`src/rtl/mips_pkg.sv`:
```
`default_nettype none
// ============================================================================
//  Module      : mips_pkg
//  Description : Shared definitions for the single-cycle MIPS core: fetch
//                status encodings, opcode constants, halt word default and
//                an immediate sign-extension helper.
//  Revision    : 1.0 - initial release
// ============================================================================
package mips_pkg;

  // Fetch-stage status as seen on the estado port
  typedef enum logic [1:0] {
    RUN   = 2'b00,
    HALT  = 2'b01,
    FAULT = 2'b10
  } estado_t;

  // Primary opcodes (instrucao[31:26]) relevant to control flow
  localparam logic [5:0] c_op_j   = 6'h02;
  localparam logic [5:0] c_op_jal = 6'h03;
  localparam logic [5:0] c_op_beq = 6'h04;
  localparam logic [5:0] c_op_bne = 6'h05;

  // Encoding that stops fetch unless overridden at the top level
  localparam logic [31:0] c_halt_word_padrao = 32'hFFFF_FFFF;

  // Sign-extend a 16-bit immediate to a full data word
  function automatic logic [31:0] estende_sinal(input logic [15:0] valor);
    return {{16{valor[15]}}, valor};
  endfunction

endpackage : mips_pkg
`default_nettype wire

```
`src/rtl/somador_pc.sv`:
```
`default_nettype none
// ============================================================================
//  Module      : somador_pc
//  Description : Combinational next-PC selection for the fetch stage.
//                Produces pc+4, the branch and jump targets, and picks one
//                with priority jump_reg > jump > branch > sequential.
//  Revision    : 1.0 - initial release
// ============================================================================
module somador_pc
  import mips_pkg::*;
(
  input  logic [31:0] pc,
  input  logic [25:0] campo_instr,   // instrucao[25:0]: jump index / immediate
  input  logic        branch,
  input  logic        jump,
  input  logic        jump_reg,
  input  logic [31:0] reg_alvo,
  output logic [31:0] pc_mais4,
  output logic [31:0] pc_prox
);

  logic [31:0] w_imm;
  logic [31:0] w_alvo_branch;
  logic [31:0] w_alvo_jump;

  // Sequential successor; wraps modulo 2^32 so the range check catches it
  assign pc_mais4 = pc + 32'd4;

  // Branch offset is a signed word count relative to the delay-free pc+4
  assign w_imm         = estende_sinal(campo_instr[15:0]);
  assign w_alvo_branch = pc_mais4 + {w_imm[29:0], 2'b00};

  // Pseudo-direct jump keeps the upper nibble of pc+4
  assign w_alvo_jump   = {pc_mais4[31:28], campo_instr, 2'b00};

  // Priority select: several controls high at once is legal, highest wins
  always_comb begin
    pc_prox = pc_mais4;
    if (jump_reg) begin
      pc_prox = reg_alvo;
    end else if (jump) begin
      pc_prox = w_alvo_jump;
    end else if (branch) begin
      pc_prox = w_alvo_branch;
    end
  end

endmodule : somador_pc
`default_nettype wire

```
`src/rtl/unidade_de_busca.sv`:
```
`default_nettype none
// ============================================================================
//  Module      : unidade_de_busca
//  Description : Instruction-fetch stage. Holds the program counter, drives
//                the fetch address, forwards the fetched word to decode,
//                tracks RUN/HALT/FAULT status and counts completed
//                instructions.
//  Revision    : 1.0 - initial release
// ============================================================================
module unidade_de_busca
  import mips_pkg::*;
#(
  parameter logic [31:0] RESET_ADDR = 32'h0000_0000,
  parameter int unsigned MEM_WORDS  = 256,
  parameter logic [31:0] HALT_WORD  = c_halt_word_padrao
) (
  input  logic        clk,
  input  logic        reset_n,
  output logic [31:0] addr,
  input  logic [31:0] instrucao,
  output logic [31:0] instr_out,
  output logic [31:0] pc_mais4,
  input  logic        stall,
  input  logic        branch,
  input  logic        jump,
  input  logic        jump_reg,
  input  logic [31:0] reg_alvo,
  output logic [1:0]  estado,
  output logic [31:0] contador
);

  // One past the last legal byte address; 33 bits so large depths cannot wrap
  localparam logic [32:0] c_limite = 33'(MEM_WORDS) * 33'd4;

  estado_t     r_estado;
  estado_t     w_estado_prox;
  logic [31:0] r_pc;
  logic [31:0] w_pc_prox;
  logic [31:0] r_contador;
  logic [31:0] w_contador_prox;
  logic [31:0] w_pc_alvo;
  logic        w_endereco_invalido;
  logic        w_palavra_halt;

  somador_pc u_somador_pc (
    .pc          (r_pc),
    .campo_instr (instrucao[25:0]),
    .branch      (branch),
    .jump        (jump),
    .jump_reg    (jump_reg),
    .reg_alvo    (reg_alvo),
    .pc_mais4    (pc_mais4),
    .pc_prox     (w_pc_alvo)
  );

  // Misaligned or out-of-range pc; evaluated regardless of stall
  assign w_endereco_invalido = (r_pc[1:0] != 2'b00) || ({1'b0, r_pc} >= c_limite);
  assign w_palavra_halt      = (instrucao == HALT_WORD);

  assign addr      = r_pc;
  assign estado    = r_estado;
  assign contador  = r_contador;
  assign instr_out = (r_estado == RUN) ? instrucao : 32'h0000_0000;

  // Next-state, next-pc and next-count; HALT/FAULT hold everything
  always_comb begin
    w_estado_prox   = r_estado;
    w_pc_prox       = r_pc;
    w_contador_prox = r_contador;
    case (r_estado)
      RUN: begin
        if (w_endereco_invalido) begin
          w_estado_prox = FAULT;
        end else if (!stall) begin
          if (w_palavra_halt) begin
            w_estado_prox = HALT;
          end else begin
            w_pc_prox = w_pc_alvo;
            if (r_contador != 32'hFFFF_FFFF) begin
              w_contador_prox = r_contador + 32'd1;
            end
          end
        end
      end
      default: begin
        w_estado_prox = r_estado;
      end
    endcase
  end

  // State, pc and counter registers; reset dominates every other condition
  always_ff @(posedge clk) begin
    if (!reset_n) begin
      r_estado   <= RUN;
      r_pc       <= RESET_ADDR;
      r_contador <= 32'd0;
    end else begin
      r_estado   <= w_estado_prox;
      r_pc       <= w_pc_prox;
      r_contador <= w_contador_prox;
    end
  end

endmodule : unidade_de_busca
`default_nettype wire

```
`config.mk`:
```
export PLATFORM = sky130hd
export DESIGN_NAME = unidade_de_busca
export DESIGN_NICKNAME = d
export VERILOG_FILES = /design/src/rtl/mips_pkg.sv /design/src/rtl/somador_pc.sv /design/src/rtl/unidade_de_busca.sv
export SDC_FILE = /design/constraint.sdc
export NUM_CORES = 1
export LEC_CHECK = 0
export ABC_AREA = 1
export BUFFER_PORTS_ARGS = -buffer_cell sky130_fd_sc_hd__buf_2
export CORE_AREA = 2 2 122 124
export CTS_CLUSTER_DIAMETER = 100
export DETAILED_ROUTE_END_ITERATION = 12
export DIE_AREA = 0 0 124 126
export PLACE_DENSITY = 0.81
export SLEW_MARGIN = 15
export SYNTH_ARGS = -nofsm -noshare
export SYNTH_HDL_FRONTEND = slang
export SYNTH_HIERARCHICAL = 1
export SYNTH_SLANG_ARGS = --single-unit
```
`constraint.sdc`:
```
create_clock -name clk -period 3.66 [get_ports clk]
set_input_delay 0.183 -clock clk [delete_from_list [all_inputs] [get_ports clk]]
set_output_delay 0.183 -clock clk [all_outputs]
set_load 0.03 [all_outputs]
```
==> out/metrics.csv <==
stage,metric,value,unit
place,Post-Place Cells,1800,
global_routing,vias in the first global route,8851,
global_routing,pin count of the biggest net entering global routing,55,
sta,final hold viol count,0,
hold_path,Hold WC Path Type,in2reg,
clocking,H-tree depth,3,
place,Setup WS pre-CTS,0.120,ns
synthesis,simple-gate portion of the synthesized area,0.468,
sta,Rel. slew slack,0.325,
hold_path,Hold Path End,estado[0]$_SDFFE_PN0P_,
place,I/O Buffers,199,
synthesis,Main synth FF type,dfxtp_1,
final_layout,nets@finish,1736,
final_layout,fraction of layout cells with a size suffix above 1,0.178,
clocking,Worst-path clk slew,0.06,ns
sta,post-route minimum period,3.45,ns
place,RePlAce Congestion,1.01,
critical_path,Critical Path AT,3.70,ns
synthesis,Synth Instances,1429,
detailed_routing,DRT antenna net count,0,
hold_path,hold path depth,4,
final_layout,ant diodes,0,
critical_path,worst path required time,3.91,ns
power_and_ir_drop,Pleak,4.95,nW
detailed_routing,Detailed Routing Iterations Pass 1,8,
synthesis,main combinational cell family by area after synthesis,simple AND/OR/NAND/NOR gates,
critical_path,crit path launch type,register,
detailed_routing,Iter 0 DRT Violations,1284,
synthesis,synthesized area per cell,5.39,um^2
run_status,status,"finished, final reports clean",
critical_path,r2r endpoint,addr[22]$_SDFFE_PN0P_,
critical_path,WS Path Type,reg2reg,
final_layout,fillers,1448,
synthesis,synthesized area,7700,um^2
clocking,"Hold-fix buffers, CTS",0,
final_layout,fin cells,1817,
hold_path,hold path startpoint,stall,
synthesis,Seq cells post-synth,66,
sta,fmax,290,MHz
clocking,later-pin clock latency in the skew report,0.34,ns
power_and_ir_drop,P per Cell Area,479,nW/um^2
sta,Max Transition Viols Final,0,
die,Initial Util,0.538,
die,Site Rows,44,
synthesis,Synth Area in Compound Gates,0.123,
clocking,TritonCTS buffer count,9,
place,hpwl dp,24.7,mm
final_layout,P&R area growth vs syn,21.6,%
die,Die Span Y,126,um
detailed_routing,final wirelength,31.4,mm
synthesis,post-synthesis sequential area ratio,0.172,
synthesis,Syn Nets,1537,
sta,Slew @ Worst Pin,1.01,ns
critical_path,"setup slack, reg-to-reg",0.21,ns
detailed_routing,Routed WL per cell,17.3,um
power_and_ir_drop,Worst VDD drop,0.365,mV
synthesis,mux share of post-synthesis cell area,0,
sta,post-route worst setup slack,0.209,ns
die,Die X,124,um
global_routing,first-pass GRT wire length,47.3,mm
synthesis,Synth Area in Adders,0.0628,
sta,Final setup violation count,0,
clocking,CTS tree,yes,
synthesis,XOR/XNOR Fraction of Synth Area,0.0467,
critical_path,Setup crit end kind,register,
die,Die ar.,15600,um^2
synthesis,async set-reset flop share out of synthesis,0,
detailed_routing,# DRC,0,
die,num ports,200,
clocking,clock root cell,clkbuf_16,
clocking,CTS Buffer Depth,2,
clocking,clk sinks,66,
critical_path,worst reg2reg path startpoint,addr[18]$_SDFFE_PN0P_,
sta,Tcrit/Tclk final,0.943,
global_routing,initial antenna violation count,0,
sta,Setup Skew,0.00613,ns
detailed_routing,vias post-DR,10127,
die,core area,14300,um^2
global_routing,GRT overflow,0,
critical_path,r2r worst-path depth,21,
critical_path,"Max FO, Critical Path",3,
synthesis,Ys Warns,6,
detailed_routing,Vias/cell,5.57,
synthesis,Synth cell types,42,
flow_run,Max Cap Viol,0,
synthesis,Post-synth EDFFs,0,
global_routing,Tot GR Track Use,0.394,
kinds of logic after synthesis:
| family | after synthesis |
|---|---|
| DFF | 66 |
| AOI/OAI and AO/OA | 173 |
| buffers and inverters | 251 |
| xor gates and xnor gates | 41 |
| adders and majority gates | 38 |
| and+or+nand+nor | 860 |
layout by cell type (no fill, tap or decap), types with 3 or more instances in the layout:
cell type,n
a21oi_1,114
a21oi_2,7
a31oi_1,5
and2_1,4
buf_2,199
buf_4,25
clkbuf_16,9
dfxtp_1,64
ha_1,31
ha_2,3
ha_4,3
inv_1,210
inv_2,3
nand2_1,458
nand2_2,5
nand3_1,110
nand3b_1,19
nand4_1,12
nor2_1,216
nor2_2,6
nor2_4,11
nor3_1,8
o211ai_1,3
o21ai_0,22
o21ai_1,3
o21bai_1,5
o22ai_1,5
or2_2,3
xnor2_1,10
xor2_1,30
cell usage after synthesis (5+ instances only):
| master | instances | area share |
|---|---|---|
| nor3_1 | 9 | 0.0059 |
| nand2_1 | 460 | 0.22 |
| nand3_1 | 111 | 0.072 |
| clkbuf_1 | 20 | 0.0098 |
| a31oi_1 | 5 | 0.0041 |
| nand4_1 | 12 | 0.0098 |
| o21bai_1 | 6 | 0.0059 |
| nor2_1 | 224 | 0.11 |
| dfxtp_1 | 66 | 0.17 |
| o22ai_1 | 5 | 0.0041 |
| nor2_4 | 7 | 0.010 |
| buf_2 | 8 | 0.0052 |
| a21oi_2 | 5 | 0.0057 |
| o21ai_0 | 24 | 0.016 |
| a21oi_1 | 116 | 0.075 |
| ha_1 | 37 | 0.060 |
| nand3b_1 | 19 | 0.019 |
| and2_1 | 5 | 0.0041 |
| xor2_1 | 31 | 0.035 |
| xnor2_1 | 10 | 0.011 |
| inv_1 | 210 | 0.10 |
state kept, by name, summed over array words and instances (netlist names):
name,cells
addr,32
contador,32
estado,2
worst max path at each step:
stage	cells after the start	endpoint	from	slack (ns)
global placement	20	addr[23]$_SDFFE_PN0P_	addr[2]$_SDFFE_PN0P_	0.16
global route	21	addr[31]$_SDFFE_PN0P_	addr[2]$_SDFFE_PN0P_	-0.01
detailed placement	20	addr[23]$_SDFFE_PN0P_	addr[2]$_SDFFE_PN0P_	0.12
finish	21	addr[22]$_SDFFE_PN0P_	addr[18]$_SDFFE_PN0P_	0.21
floorplan	20	addr[31]$_SDFFE_PN0P_	addr[2]$_SDFFE_PN0P_	0.35
CTS	20	addr[23]$_SDFFE_PN0P_	addr[2]$_SDFFE_PN0P_	0.09
power by group:
part           switching, mW  total [mW]  internal, mW
Clock                  0.336       0.885         0.549
Combinational           1.93        2.66         0.732
Sequential             0.131       0.937         0.806
Total                   2.39        4.48          2.09
critical path, cell delays in order (launching register included):
cell     delay [ns]
dfxtp_1        0.35
buf_4          0.17
nand2_1        0.09
nor2_1         0.21
nand2_1        0.14
nor2_1         0.10
nand2_1        0.14
xor2_1         0.23
inv_1          0.15
ha_1           0.38
nand2_2        0.13
nor2_4         0.16
inv_1          0.09
nor2_2         0.14
nand3_1        0.14
nand3_1        0.11
nand2_1        0.05
nand3_1        0.09
nand2_1        0.16
a21oi_2        0.15
nand2_1        0.06
a21oi_1        0.14
metrics by stage:
step                      setup TNS [ns]   util  power (mW)  cell area, um^2  hold WS, ns
after floorplan                        0      -        2.75             7700        0.306
after global placement                 0  0.624        3.51             8930        0.455
after detailed placement               0  0.624        3.52             8930        0.463
after CTS                              0  0.645        4.40             9240        0.160
after global routing             -0.0113  0.654        4.76             9360        0.196
final                                  0  0.654        4.48             9360        0.177
layout make-up:
type / count / area, um^2 / area share
inverter: 215 / 807 / 0.0862
multi-input combinational: 1112 / 5510 / 0.589
clock inverter: 5 / 62.6 / 0.00668
sequential: 66 / 1320 / 0.141
clock buffer: 11 / 243 / 0.0259
tap: 184 / 230 / 0.0246
timing repair buffer: 224 / 1180 / 0.126
routing by layer:
| metal | routed length, um | share of wire | track usage | up-vias |
|---|---|---|---|---|
| met5 | 0 | 0 | 0 | - |
| li1 | - | - | - | 4878 |
| met1 | 13200 | 0.42 | 0.556 | 4503 |
| met3 | 3960 | 0.13 | 0.0978 | 65 |
| met2 | 13100 | 0.42 | 0.574 | 681 |
| met4 | 1120 | 0.036 | 0.150 | 0 |
what timing repair did:
| item | in CTS | in global routing |
|---|---|---|
| setup endpoints to repair | 0 | 15 |
| resized for setup | 0 | 31 |
| setup buffers | 0 | 1 |
No activity file was read; power rests on OpenSTA's default activity.
